[src/rtl/nc_pkg.sv]
// Shared definitions for the neural matrix-vector engine: FSM states, command bytes
// and the signed 8-bit saturation helper.
package nc_pkg;

    typedef enum logic [2:0] {
        IDLE,
        LOAD_W,
        LOAD_X,
        COMPUTE,
        SEND
    } nc_state_e;

    localparam logic [7:0] CMD_LOAD_W = 8'h01;
    localparam logic [7:0] CMD_LOAD_X = 8'h02;
    localparam logic [7:0] CMD_SEND   = 8'h03;

    // Clamp a signed value into the signed 8-bit range.
    function automatic logic [7:0] sat8(input logic signed [31:0] v);
        logic [7:0] r;
        if (v > 32'sd127) begin
            r = 8'h7f;
        end else if (v < -32'sd128) begin
            r = 8'h80;
        end else begin
            r = v[7:0];
        end
        return r;
    endfunction

endpackage

[src/rtl/nc_mac.sv]
// Signed multiply-accumulate with clear, plus the shift / optional ReLU / saturate
// output stage. Macro NC_RELU_EN enables the ReLU.
module nc_mac
    import nc_pkg::*;
#(
    parameter int SHIFT = 0,
    parameter int ACC_W = 18
) (
    input  logic       clk,
    input  logic       reset,
    input  logic       en,
    input  logic       clr,
    input  logic [7:0] a,
    input  logic [7:0] b,
    output logic [7:0] y_c
);

    logic signed [ACC_W-1:0] acc_q, acc_d;
    logic signed [7:0]       a_s, b_s;
    logic signed [15:0]      prod_c;
    logic signed [ACC_W-1:0] sum_c, shifted_c;
`ifdef NC_RELU_EN
    logic signed [ACC_W-1:0] relu_c;
`endif

    assign a_s = a;
    assign b_s = b;

    // y_c reflects the accumulator including the current product (row-final value).
    always_comb begin
        prod_c    = a_s * b_s;
        sum_c     = acc_q + ACC_W'(prod_c);
        shifted_c = sum_c >>> SHIFT;
`ifdef NC_RELU_EN
        relu_c    = (shifted_c < 0) ? '0 : shifted_c;
        y_c       = sat8(32'(relu_c));
`else
        y_c       = sat8(32'(shifted_c));
`endif
        acc_d = acc_q;
        if (clr) begin
            acc_d = '0;
        end else if (en) begin
            acc_d = sum_c;
        end
    end

    always_ff @(posedge clk) begin
        if (reset) begin
            acc_q <= '0;
        end else begin
            acc_q <= acc_d;
        end
    end

endmodule

[src/rtl/nc_mvm_engine.sv]
// Byte-stream driven DIM x DIM signed matrix-vector engine with ready/valid result port.
// Macro NC_RELU_EN (in nc_mac) clamps negative results to zero.
module nc_mvm_engine
    import nc_pkg::*;
#(
    parameter int DIM   = 2,
    parameter int SHIFT = 0,
    parameter int ACC_W = 16 + $clog2(DIM) + 1
) (
    input  logic       CLK,
    input  logic       RESET,
    input  logic [7:0] RX_DATA,
    input  logic       RX_VALID,
    output logic [7:0] TX_DATA,
    output logic       TX_VALID,
    input  logic       TX_READY,
    output logic       LOAD_ARR,
    output logic       MULT_DONE,
    output logic       BUSY,
    output logic       OVERRUN
);

    localparam int unsigned XW    = (DIM > 1) ? $clog2(DIM) : 1;
    localparam int unsigned IDX_W = (DIM > 1) ? $clog2(DIM * DIM) : 1;
    localparam int unsigned XN    = 1 << XW;
    localparam int unsigned WN    = 1 << IDX_W;

    nc_state_e        state_q, state_d;
    logic [IDX_W-1:0] ld_q, ld_d;
    logic [XW-1:0]    r_q, r_d, c_q, c_d;
    logic [7:0]       w_q [WN];
    logic [7:0]       w_d [WN];
    logic [7:0]       x_q [XN];
    logic [7:0]       x_d [XN];
    logic [7:0]       y_q [XN];
    logic [7:0]       y_d [XN];
    logic [7:0]       tx_data_q, tx_data_d;
    logic             tx_valid_q, tx_valid_d;
    logic             load_arr_q, load_arr_d;
    logic             done_q, done_d;
    logic             busy_q, busy_d;
    logic             ovr_q, ovr_d;
    logic             mac_en_c, mac_clr_c;
    logic [7:0]       mac_y_c;
    logic [IDX_W-1:0] w_idx_c;

    assign w_idx_c = IDX_W'(r_q) * IDX_W'(DIM) + IDX_W'(c_q);

    nc_mac #(
        .SHIFT(SHIFT),
        .ACC_W(ACC_W)
    ) u_mac (
        .clk  (CLK),
        .reset(RESET),
        .en   (mac_en_c),
        .clr  (mac_clr_c),
        .a    (w_q[w_idx_c]),
        .b    (x_q[c_q]),
        .y_c  (mac_y_c)
    );

    always_comb begin
        state_d    = state_q;
        ld_d       = ld_q;
        r_d        = r_q;
        c_d        = c_q;
        w_d        = w_q;
        x_d        = x_q;
        y_d        = y_q;
        tx_data_d  = tx_data_q;
        tx_valid_d = tx_valid_q;
        done_d     = 1'b0;
        ovr_d      = ovr_q;
        mac_en_c   = 1'b0;
        mac_clr_c  = 1'b0;

        case (state_q)
            IDLE: begin
                if (RX_VALID) begin
                    case (RX_DATA)
                        CMD_LOAD_W: begin
                            state_d = LOAD_W;
                            ld_d    = '0;
                            ovr_d   = 1'b0;
                        end
                        CMD_LOAD_X: begin
                            state_d = LOAD_X;
                            ld_d    = '0;
                            ovr_d   = 1'b0;
                        end
                        CMD_SEND: begin
                            state_d    = SEND;
                            r_d        = '0;
                            tx_valid_d = 1'b1;
                            tx_data_d  = y_q[XW'(0)];
                            ovr_d      = 1'b0;
                        end
                        default: ;
                    endcase
                end
            end
            LOAD_W: begin
                if (RX_VALID) begin
                    w_d[ld_q] = RX_DATA;
                    if (ld_q == IDX_W'(DIM * DIM - 1)) begin
                        state_d = IDLE;
                        ld_d    = '0;
                    end else begin
                        ld_d = ld_q + IDX_W'(1);
                    end
                end
            end
            LOAD_X: begin
                if (RX_VALID) begin
                    x_d[XW'(ld_q)] = RX_DATA;
                    if (ld_q == IDX_W'(DIM - 1)) begin
                        state_d = COMPUTE;
                        ld_d    = '0;
                        r_d     = '0;
                        c_d     = '0;
                    end else begin
                        ld_d = ld_q + IDX_W'(1);
                    end
                end
            end
            COMPUTE: begin
                mac_en_c = 1'b1;
                if (RX_VALID) begin
                    ovr_d = 1'b1;
                end
                if (c_q == XW'(DIM - 1)) begin
                    mac_clr_c = 1'b1;
                    y_d[r_q]  = mac_y_c;
                    c_d       = '0;
                    // y_d[0] may have been written this cycle when DIM is 1.
                    if (r_q == XW'(DIM - 1)) begin
                        state_d    = SEND;
                        r_d        = '0;
                        done_d     = 1'b1;
                        tx_valid_d = 1'b1;
                        tx_data_d  = y_d[XW'(0)];
                    end else begin
                        r_d = r_q + XW'(1);
                    end
                end else begin
                    c_d = c_q + XW'(1);
                end
            end
            SEND: begin
                if (RX_VALID) begin
                    ovr_d = 1'b1;
                end
                if (tx_valid_q && TX_READY) begin
                    if (r_q == XW'(DIM - 1)) begin
                        state_d    = IDLE;
                        r_d        = '0;
                        tx_valid_d = 1'b0;
                    end else begin
                        r_d       = r_q + XW'(1);
                        tx_data_d = y_q[r_q + XW'(1)];
                    end
                end
            end
            default: state_d = IDLE;
        endcase

        load_arr_d = (state_d == LOAD_W) || (state_d == LOAD_X);
        busy_d     = (state_d != IDLE);
    end

    always_ff @(posedge CLK) begin
        if (RESET) begin
            state_q    <= IDLE;
            ld_q       <= '0;
            r_q        <= '0;
            c_q        <= '0;
            w_q        <= '{default: '0};
            x_q        <= '{default: '0};
            y_q        <= '{default: '0};
            tx_data_q  <= '0;
            tx_valid_q <= 1'b0;
            load_arr_q <= 1'b0;
            done_q     <= 1'b0;
            busy_q     <= 1'b0;
            ovr_q      <= 1'b0;
        end else begin
            state_q    <= state_d;
            ld_q       <= ld_d;
            r_q        <= r_d;
            c_q        <= c_d;
            w_q        <= w_d;
            x_q        <= x_d;
            y_q        <= y_d;
            tx_data_q  <= tx_data_d;
            tx_valid_q <= tx_valid_d;
            load_arr_q <= load_arr_d;
            done_q     <= done_d;
            busy_q     <= busy_d;
            ovr_q      <= ovr_d;
        end
    end

    assign TX_DATA   = tx_data_q;
    assign TX_VALID  = tx_valid_q;
    assign LOAD_ARR  = load_arr_q;
    assign MULT_DONE = done_q;
    assign BUSY      = busy_q;
    assign OVERRUN   = ovr_q;

endmodule

[config.mk]
export PLATFORM = sky130hd
export DESIGN_NAME = nc_mvm_engine
export DESIGN_NICKNAME = d
export VERILOG_FILES = /design/src/rtl/nc_pkg.sv /design/src/rtl/nc_mac.sv /design/src/rtl/nc_mvm_engine.sv
export SDC_FILE = /design/constraint.sdc
export NUM_CORES = 1
export LEC_CHECK = 0
export ABC_AREA = 1
export CORE_ASPECT_RATIO = 2
export CORE_UTILIZATION = 45
export DETAILED_ROUTE_END_ITERATION = 6
export GPL_TIMING_DRIVEN = 0
export PLACE_DENSITY_LB_ADDON = 0.2
export SLEW_MARGIN = 10
export SYNTH_ARGS = -nofsm -noshare
export SYNTH_HDL_FRONTEND = slang
export SYNTH_SLANG_ARGS = --single-unit
[constraint.sdc]
create_clock -name CLK -period 17.8 [get_ports CLK]
set_input_delay 3.56 -clock CLK [delete_from_list [all_inputs] [get_ports CLK]]
set_output_delay 3.56 -clock CLK [all_outputs]
set_load 0.02 [all_outputs]
After elaboration in Yosys (flattened, before gate mapping)
Index checks and enable logic that the tools add are counted.
{"block": "op_classes", "n_addsub": 5, "mul": 1, "order_cmp": 11, "eq_ne": 24, "n_mux": 70, "n_bitwise": 8, "reduce_logical": 26}
{"cell": "$mux 8", "n": 19}
{"cell": "$bwmux 16", "n": 2}
{"cell": "$bwmux 32", "n": 1}
{"cell": "$mux 3", "n": 9}
{"cell": "$pmux 8 s3", "n": 1}
{"cell": "$ne 2x2->1 const B", "n": 11}
{"cell": "$mux 1", "n": 21}
{"cell": "$reduce_and 7->1", "n": 3}
{"cell": "$add 18x16->18", "n": 1}
{"cell": "$gt 18x8->1 const B", "n": 1}
{"cell": "$lt 18x8->1 const B", "n": 1}
{"cell": "$bmux 8 s2", "n": 1}
{"cell": "$demux 8 s1", "n": 2}
{"cell": "$demux 8 s2", "n": 1}
{"cell": "$eq 8x2->1 const B", "n": 2}
{"cell": "$mul 8x8->16", "n": 1}
{"cell": "$pmux 3 s5", "n": 1}
{"cell": "$mux 2", "n": 6}
{"cell": "$eq 3x2->1 const B", "n": 3}
{"cell": "$pmux 3 s3", "n": 1}
{"cell": "$reduce_bool 3->1", "n": 3}
{"cell": "$eq 8x1->1 const B", "n": 1}
{"cell": "$ge 2x2->1 const B", "n": 4}
{"cell": "$not 1->2", "n": 4}
{"cell": "28 further kinds", "n": 45}
{"block": "totals", "register_bits": 102, "output_inout_bits": 13, "word_cells": 164}

Depth between registers and ports, before layout
Gate-level depths: netlist of the first run.
{"block": "logic_depth", "depth_word": 14, "depth_mapped": 35, "ltp_nobuf": 33}

Modules after synthesis
Synthesis of the first run repeated with hierarchy kept, for this count alone.
{"block": "unflattened", "cells_unflattened": 1195, "hier_area_um2": 8488.1}
{"mod": "nc_mac", "n_inst": 1, "cells_each": 572, "area_each_um2": 4339.2}
{"mod": "nc_mvm_engine", "n_inst": 1, "cells_each": 623, "area_each_um2": 4149.0}

Worst setup path before layout of the first run
OpenSTA, ideal clock, no wires.
{"block": "synth_timing", "path_kind": "register -> register", "start": "reg r_q", "end": "reg tx_data_q[0] (netlist: TX_DATA[0])", "setup_ps": 125, "arrival_time_ps": 6024, "required_time_ps": 17675, "setup_slack_ps": 11652, "path_stages_with_launch": 31, "path_cell_list": "dfxtp_1 buf_2 inv_1 buf_6 a21oi_1 o21ai_0 nand2_1 nor2_1 fa_1 fa_1 inv_1 fa_1 fa_1 inv_1 fa_1 ha_1 nand2_1 nand2_1 inv_2 nand2_1 nand2_1 o211ai_2 xor2_2 nor2_1 nand4_1 nand2_2 nand2_1 nand2_1 nand2_1 nand2_1 a21oi_2"}
{"block": "synth_via", "elab_chain_len": 14}
{"element": "start: declaration", "line_no": "nc_mvm_engine.sv:30", "text": "logic [XW-1:0] r_q, r_d, c_q, c_d;"}
{"element": "start signal: assignment", "line_no": "nc_mvm_engine.sv:189", "text": "r_q <= r_d;"}
{"element": "$add 2x1->2", "line_no": "nc_mvm_engine.sv:47", "text": "assign w_idx_c = IDX_W'(r_q) * IDX_W'(DIM) + IDX_W'(c_q);"}
{"element": "$not 2->3 (not written as such)", "line_no": "nc_mvm_engine.sv:57", "text": ".a (w_q[w_idx_c]),"}
{"element": "$bmux 8 s2", "line_no": "nc_mvm_engine.sv:57"}
{"element": "$mux 8 (not written as such) (2 in a row)", "line_no": "nc_mvm_engine.sv:57"}
{"element": "$mul 8x8->16", "line_no": "nc_mac.sv:31", "text": "prod_c = a_s * b_s;"}
{"element": "$add 18x16->18", "line_no": "nc_mac.sv:32", "text": "sum_c = acc_q + ACC_W'(prod_c);"}
{"element": "$lt 18x8->1", "line_no": "nc_pkg.sv:22", "text": "end else if (v < -32'sd128) begin"}
{"element": "$mux 8", "line_no": "nc_pkg.sv:22"}
{"element": "$mux 8", "line_no": "nc_pkg.sv:20", "text": "if (v > 32'sd127) begin"}
{"element": "$bwmux 16", "line_no": "nc_mvm_engine.sv:133", "text": "y_d[r_q] = mac_y_c;"}
{"element": "$mux 8", "line_no": "nc_mvm_engine.sv:136", "text": "if (r_q == XW'(DIM - 1)) begin"}
{"element": "$mux 8", "line_no": "nc_mvm_engine.sv:131", "text": "if (c_q == XW'(DIM - 1)) begin"}
{"element": "$pmux 8 s3", "line_no": "nc_mvm_engine.sv:77", "text": "case (state_q)"}
{"element": "end signal: assignment", "line_no": "nc_mvm_engine.sv:194", "text": "tx_data_q <= tx_data_d;"}
{"element": "end: declaration", "line_no": "nc_mvm_engine.sv:37", "text": "logic [7:0] tx_data_q, tx_data_d;"}
Several ways; a longest one is shown, not always the timed one. The select of a mux whose other input is x is not followed.
A chain may end at the register's enable or synchronous reset.

Worst setup path in the final report of the first run
{"block": "layout_timing", "start": "reg c_q", "end": "reg y_q[10] in the netlist's numbering"}
{"block": "layout_via", "elab_chain_len": 11}
{"element": "start: declaration", "line_no": "nc_mvm_engine.sv:30"}
{"element": "start signal: assignment", "line_no": "nc_mvm_engine.sv:176", "text": "c_q <= '0;"}
{"element": "start signal: assignment", "line_no": "nc_mvm_engine.sv:190", "text": "c_q <= c_d;"}
{"element": "$add 2x1->2", "line_no": "nc_mvm_engine.sv:47"}
{"element": "$not 2->3 (not written as such)", "line_no": "nc_mvm_engine.sv:57"}
{"element": "$bmux 8 s2", "line_no": "nc_mvm_engine.sv:57"}
{"element": "$mux 8 (not written as such) (2 in a row)", "line_no": "nc_mvm_engine.sv:57"}
{"element": "$mul 8x8->16", "line_no": "nc_mac.sv:31"}
{"element": "$add 18x16->18", "line_no": "nc_mac.sv:32"}
{"element": "$lt 18x8->1", "line_no": "nc_pkg.sv:22"}
{"element": "$mux 8", "line_no": "nc_pkg.sv:22"}
{"element": "$mux 8", "line_no": "nc_pkg.sv:20"}
{"element": "$bwmux 16", "line_no": "nc_mvm_engine.sv:133"}
{"element": "end signal: assignment", "line_no": "nc_mvm_engine.sv:193", "text": "y_q <= y_d;"}
{"element": "end: declaration", "line_no": "nc_mvm_engine.sv:35", "text": "logic [7:0] y_q [XN];"}
Several ways; a longest one is shown, not always the timed one. The select of a mux whose other input is x is not followed.

==> summary.txt, run 1 <==
Worst setup path
  – Crit start category: register
  – Crit path largest cell delay: 550 ps
  – CP max FO: 10
  – CP endpoint kind: register
  – Crit-path most repeated cell: inv_1
  – Critical Path Slowest Stage Cell: fa_1
  – Kind of critical path: register to register
  – Worst endpoint data arrival time: 7340 ps
  – Worst EP required: 18050 ps

Clock tree
  – CTS buffer count: 9
  – Clk slew on worst S/H paths: 70 ps
  – Hold-fix buffers at CTS: 0
  – Clock latency on the worst-skew pair: 360 ps
  – CTS max path bufs: 2
  – # clock sinks: 102
  – Clock root buffer: clkbuf_16
  – CTS tree: yes
  – CTS resizes: 0
  – Setup Fix Bufs, Post-CTS: 0
  – H-tree levels: 3

Detailed routing
  – Post-Route WL: between 20000 and 25000 um
  – Avg WL per Cell: roughly 17 um
  – Post-route DRC: 0
  – Vias: between 7k and 8k
  – Detailed Routing Iterations Pass 1: 5
  – Post-route ant nets: 0
  – Vias per cell: 5.35
  – Initial DRC Count: 323

Yosys
  – Cell Area, Synth: approximately 8000 sq um
  – Post-synth EDFFs: 0
  – Synth area leaders: dfxtp_1 25%, fa_1 20%, nand2_1 9.4%, inv_1 8.9%, ha_1 7.3%
  – Seq/Total Area, Yosys: 25.4%
  – Cell taking the most area after synthesis: dfxtp_1
  – Syn nets: 1211
  – Yosys cell types: 42
  – Async SR Flop Fraction: 0%
  – Synth Instances: around 1.1k
  – Share of the synthesized area in the top cell type: 25.4%
  – Post-Syn Area per Cell: 7.50 sq um
  – Warning count from the yosys run: 0
  – Post-synth top flop: dfxtp_1
  – Register bit total from synthesis: 102

Power
  – Pwr dens: 59.8 nW/um^2
  – Peak VDD IR: 0.0433 mV
  – Leak Pwr: 4.17 nW

Job
  – Max-cap violations: 0

Timing
  – Worst rel slew slack: 31.0%
  – Max Slew Vio Count: 0
  – Hold Vio Cnt, Final: 0
  – Clock Skew: 8.74 ps
  – Setup_tns: 0 ps
  – Hold Slack: 448 ps
  – Tightest Pin Transition: 1030 ps
  – Tcrit/Tclk final: 39.8%
  – # setup viols final: 0
  – Unrepaired setup endpoints after global routing: false
  – Fmax: roughly 0.14 GHz
  – Min Tclk post-route: 7090 ps

Status
  – Outcome: completed

Global routing
  – GRT Total Usage: 25.9%
  – Vias in the first global route: 7051
  – Initial antenna violation count: 0
  – Met3 global-route usage: 3.18%
  – Largest net degree at the start of global routing: 17
  – Total gr overflow: 0
  – Met1 usage: 25.0%
  – GR peak layer: met2
  – M2 GR Usage: between 40 and 50%
  – First-pass GRT wire length: 35400 um

Place
  – Dpl hpwl: 18200 um
  – Number of port buffers: 22
  – Routability cong.: 0.839

Final layout
  – Most common cell after layout, fill and taps aside: nand2_1
  – Fin nets: between 1k and 1.5k
  – Most frequent cells in the layout: 202 x nand2_1, 191 x inv_1, 102 x dfxtp_1
  – Area Growth Syn to Fin: 9.48%
  – Util after Layout: 50.7%
  – Fraction of layout cells with a size suffix above 1: 5.59%
  – N_diodes: 0

Die
  – Ports: 25
  – Starting Density: 46.3%
  – DIE AREA: between 15000 and 20000 sq um
  – Die H: about 190 um
  – Row count: between 60 and 70
  – Die width: ~97 um
  – Core area: 17400 sq um

Worst hold path
  – HP Class: register to register
==> synth_stat cells, types with 2 or more instances <==
library cell / instances
a21oi_1: 89
a211oi_1: 3
buf_1: 2
o21ai_0: 80
fa_1: 80
nor3_1: 2
nand4_1: 11
ha_1: 47
buf_4: 4
inv_2: 5
o211ai_1: 5
nor2_1: 98
nand3_1: 44
nor2_2: 5
buf_2: 3
nand2_2: 14
a21oi_2: 8
nand2_1: 202
dfxtp_1: 102
a221oi_1: 9
o21ai_1: 5
xor2_1: 3
clkbuf_1: 25
clkinv_1: 3
xnor2_1: 5
a31oi_1: 6
nand3b_1: 4
inv_1: 191
nand3_2: 2
a21boi_0: 2
nor4_1: 2
==> path summary, 6_finish.rpt <==
kind	endpoint	slack (ps)	startpoint	cells after the start
setup reg to reg	y_q[10]$_SDFFE_PP0P_	10710	c_q$_SDFFE_PP0P_	30
hold reg to reg	w_q[11]$_SDFFE_PP0P_	450	w_q[11]$_SDFFE_PP0P_	2
setup / recovery	y_q[10]$_SDFFE_PP0P_	10710	c_q$_SDFFE_PP0P_	30
hold / removal	w_q[11]$_SDFFE_PP0P_	450	w_q[11]$_SDFFE_PP0P_	2
==> state kept, by name, indices dropped and copies added (netlist names), 2 cells and up <==
register,flops
TX_DATA,8
ld_q,2
state_q,3
u_mac.acc_q,18
w_q,32
x_q,16
y_q,16
==> through the flow <==
stage / setup slack, ps / area, sq um / total power [mW] / std cells
after floorplan: 11650 / 8040 / 0.306 / 1072
after global placement: 10520 / 8520 / 0.341 / 1304
after detailed placement: 10700 / 8530 / 0.341 / 1304
after CTS: 10640 / 8800 / 0.531 / 1320
after global routing: 10060 / 8800 / 0.551 / 1320
final: 10710 / 8800 / 0.526 / 1320
==> power by group <==
part           switching, mW  total (mW)  internal, mW
clock network         0.0917       0.191        0.0988
registers            0.00228       0.235         0.232
logic                 0.0697       0.101        0.0312
total                  0.164       0.526         0.362
==> final cells by class <==
type                            instances  area, sq um
Sequential cell                       102         2040
Tap cell                              210          263
Timing Repair Buffer                   22          220
Fill cell                            1785         8550
Clock inverter                          5         33.8
Inverter                              199          747
Clock buffer                           11          243
Multi-Input combinational cell        736         5100
Buffer                                 35          158
==> kinds of logic (layout without fill, tap and decap cells) <==
logic type / after synthesis / in the layout / share of synthesized area (%)
XOR/XNOR: 9 / 9 / 1.07
AND/OR/NAND/NOR: 387 / 387 / 20.3
AO/OA/AOI/OAI: 213 / 213 / 14.7
buffers and inverters: 234 / 272 / 11.2
flip-flops: 102 / 102 / 25.4
adder cells (fa/ha/maj): 127 / 127 / 27.2
==> critical path: cells and delay by family, from the launching register on <==
family | cells | cell delay (ps)
and+or+nand+nor | 14 | 1680
buffers and inverters | 8 | 1570
AOI/OAI and AO/OA | 2 | 550
adders and majority gates | 6 | 2730
DFF | 1 | 440
==> metal layers <==
metal  share of wire (%)  vias to the layer above
met2                  57                      149
met3                 3.0                       63
met1                  34                     3396
met4                 6.2                        0
li1                    -                     3450
met5                   0                        -
Note: power is estimated with default switching activity, not from simulation.
==> inputs of run 2 (changes only) <==
Clock period 17.8 ns to 5.7 ns, I/O delays scaled along.
==> run 2 against run 1 <==
Compared with the run above:
- the flow now finishes with violations (setup timing)
- sequential power grew to 3.1 times the previous value
- non-clock buffer count grew 47
- register-to-register slack lost 11000 ps
- worst setup slack lost 11000 ps
- global-route usage grew 1.6 points
- via count grew 4.8%
- combinational power grew to 4.3 times the previous value
- die area is the same
- first-iteration DRC count grew 21%
- final area grew 13%
- critical path type unchanged
- highest routed layer unchanged
==> summary.txt, run 2 (same netlist as run 1, synthesis figures left out) <==
Worst setup path
  – Critical path origin: r_q$_SDFFE_PP0P_
  – R2R cell count: 31
  – Crit path largest cell delay: 560 ps
  – CP endpoint: y_q[10]$_SDFFE_PP0P_
  – Kind of critical path: register to register
  – R2r startpoint: r_q$_SDFFE_PP0P_
  – Worst endpoint data arrival time: 6100 ps
  – CP endpoint kind: register
  – Crit start category: register
  – CP max FO: 7
  – Critical Path Slowest Stage Cell: fa_2
  – Worst EP required: roughly 6000 ps
  – R2R setup slack: -100 ps
  – R2R Path End: y_q[10]$_SDFFE_PP0P_

Detailed routing
  – Initial DRC Count: 392
  – Vias: 7398
  – Post-route DRC: 0
  – Avg WL per Cell: between 15 and 20 um
  – Detailed Routing Iterations Pass 1: 7
  – Post-route ant nets: 0
  – Vias per cell: 5.42
  – Post-Route WL: between 20000 and 25000 um

Timing
  – Worst setup slack after layout: -96.1 ps
  – Worst rel slew slack: 54.3%
  – Tightest Pin Transition: 683 ps
  – Unrepaired setup endpoints after global routing: true
  – Hold Slack: 456 ps
  – Tcrit/Tclk final: 102%
  – # setup viols final: 12
  – Clock Skew: approximately 13 ps
  – Min Tclk post-route: 5800 ps
  – Hold Vio Cnt, Final: 0
  – Max Slew Vio Count: 0
  – Fmax: 0.173 GHz

Clock tree
  – H-tree levels: 3
  – CTS buffer count: 9
  – Clk slew on worst S/H paths: 70 ps
  – CTS max path bufs: 2
  – # clock sinks: around 100
  – Clock root buffer: clkbuf_16
  – Hold-fix buffers at CTS: 0
  – Clock latency on the worst-skew pair: 370 ps
  – CTS tree: yes

Power
  – Combinational power share: 24.2%
  – Pwr dens: ~180 nW/um^2
  – Clock power frac: 34.5%
  – Peak VDD IR: 0.133 mV
  – Flop pwr share: 41.3%
  – Internal power: 1.22 mW
  – Sw Ratio: 31.3%
  – Power Total: 1.78 mW
  – Net switching power: 0.556 mW
  – Leak Pwr: around 4.5 nW

Die
  – Starting Density: 46.3%
  – Die H: 191 um
  – Core area: 17400 sq um
  – Ports: 25
  – Die width: 96.5 um
  – Row count: 68
  – DIE AREA: 18400 sq um

Global routing
  – Initial antenna violation count: 0
  – First-pass GRT wire length: about 37000 um
  – GRT Total Usage: 27.5%
  – Total gr overflow: 0
  – Largest net degree at the start of global routing: 16
  – Vias in the first global route: 7541

Final layout
  – N_diodes: 0
  – Max reg flops: 32
  – Biggest register: w_q
  – Fraction of layout cells with a size suffix above 1: between 20% and 30%
  – Most common cell after layout, fill and taps aside: inv_1
  – Most frequent cells in the layout: 175 x inv_1, 162 x nand2_1, 100 x dfxtp_1
  – Fin nets: about 1.3k
  – Biggest regs: w_q (32), u_mac.acc_q (18)
  – Area Growth Syn to Fin: 23.5%

Place
  – Routability cong.: just under 0.9
  – Number of port buffers: 22
  – Dpl hpwl: roughly 19000 um

Worst hold path
  – Hold Crit Depth: 2
  – HP Class: register to register

Status
  – Outcome: finished, violations left
  – Failing checks: setup timing

Job
  – Max-cap violations: 0
==> run 2: changes by cell type in the layout (fill, tap and decap cells not counted), sizes merged <==
cell	change
buf	+49
inv	-2
clkinvlp	-1
==> run 2: worst min path at each step <==
stage	startpoint	to	slack (ps)
2_1_floorplan	w_q[10]$_SDFFE_PP0P_	w_q[10]$_SDFFE_PP0P_	420
3_3_place_gp	x_q[11]$_SDFFE_PP0P_	x_q[11]$_SDFFE_PP0P_	430
3_5_place_dp	w_q[29]$_SDFFE_PP0P_	w_q[29]$_SDFFE_PP0P_	440
4_1_cts	w_q[29]$_SDFFE_PP0P_	w_q[29]$_SDFFE_PP0P_	450
5_1_grt	x_q[2]$_SDFFE_PP0P_	x_q[2]$_SDFFE_PP0P_	480
6_report	w_q[25]$_SDFFE_PP0P_	w_q[25]$_SDFFE_PP0P_	460
==> run 2: stage by stage <==
| stage | cells | util [%] | instance area [sq um] | worst slack [ps] | setup TNS [ps] |
|---|---|---|---|---|---|
| 6_report | 1366 | 57.2 | 9930 | -96.1 | -773 |
| 5_1_grt | 1366 | 57.2 | 9930 | -304 | -5210 |
| 2_1_floorplan | 1072 | - | 8060 | 48.3 | 0 |
| 3_3_place_gp | 1304 | 49.2 | 8540 | -1190 | -28460 |
| 4_1_cts | 1348 | 55.1 | 9570 | -62.0 | -387 |
| 3_5_place_dp | 1304 | 49.2 | 8540 | -1170 | -28340 |
==> run 2: routing by layer <==
layer | global-route usage, % | routed length (um) | vias to the layer above
li1 | - | - | 3544
met1 | 25.8 | 8100 | 3571
met2 | 51.9 | 13400 | 192
met3 | 2.74 | 666 | 91
met4 | 20.7 | 1990 | 0
met5 | 0 | 0 | -
==> run 2: what timing repair did <==
item                       in CTS  in global routing
setup buffers                  28                 18
pin swaps                      43                 65
gates resized for setup       127                 78
gates cloned                    1                  0
setup endpoints to repair      32                 24
==> run 2: final cells by class <==
type | count | area, sq um
clock inverters | 2 | 16.3
clock buffers | 13 | 270
multi-input cells | 736 | 5730
inverters | 199 | 767
repair buffers | 69 | 617
well taps | 210 | 263
fillers | 1614 | 7420
plain buffers | 35 | 225
flip-flops and latches | 102 | 2050
==> run 2: worst max-delay path, delay by kind of cell (launching register included) <==
family	cells	cell delay [ps]
compound gates	2	190
fa+ha+maj	6	2850
buf+inv	7	720
flops	1	330
simple gates	16	1620
==> run 2: power groups by stage <==
| stage | clock, mW | combinational [mW] | sequential, mW |
|---|---|---|---|
| detailed placement | 0 | 0.319 | 0.749 |
| finish | 0.613 | 0.431 | 0.733 |
| floorplan | 0 | 0.199 | 0.758 |
| global placement | 0 | 0.319 | 0.749 |
| global route | 0.645 | 0.467 | 0.734 |
| CTS | 0.621 | 0.381 | 0.733 |
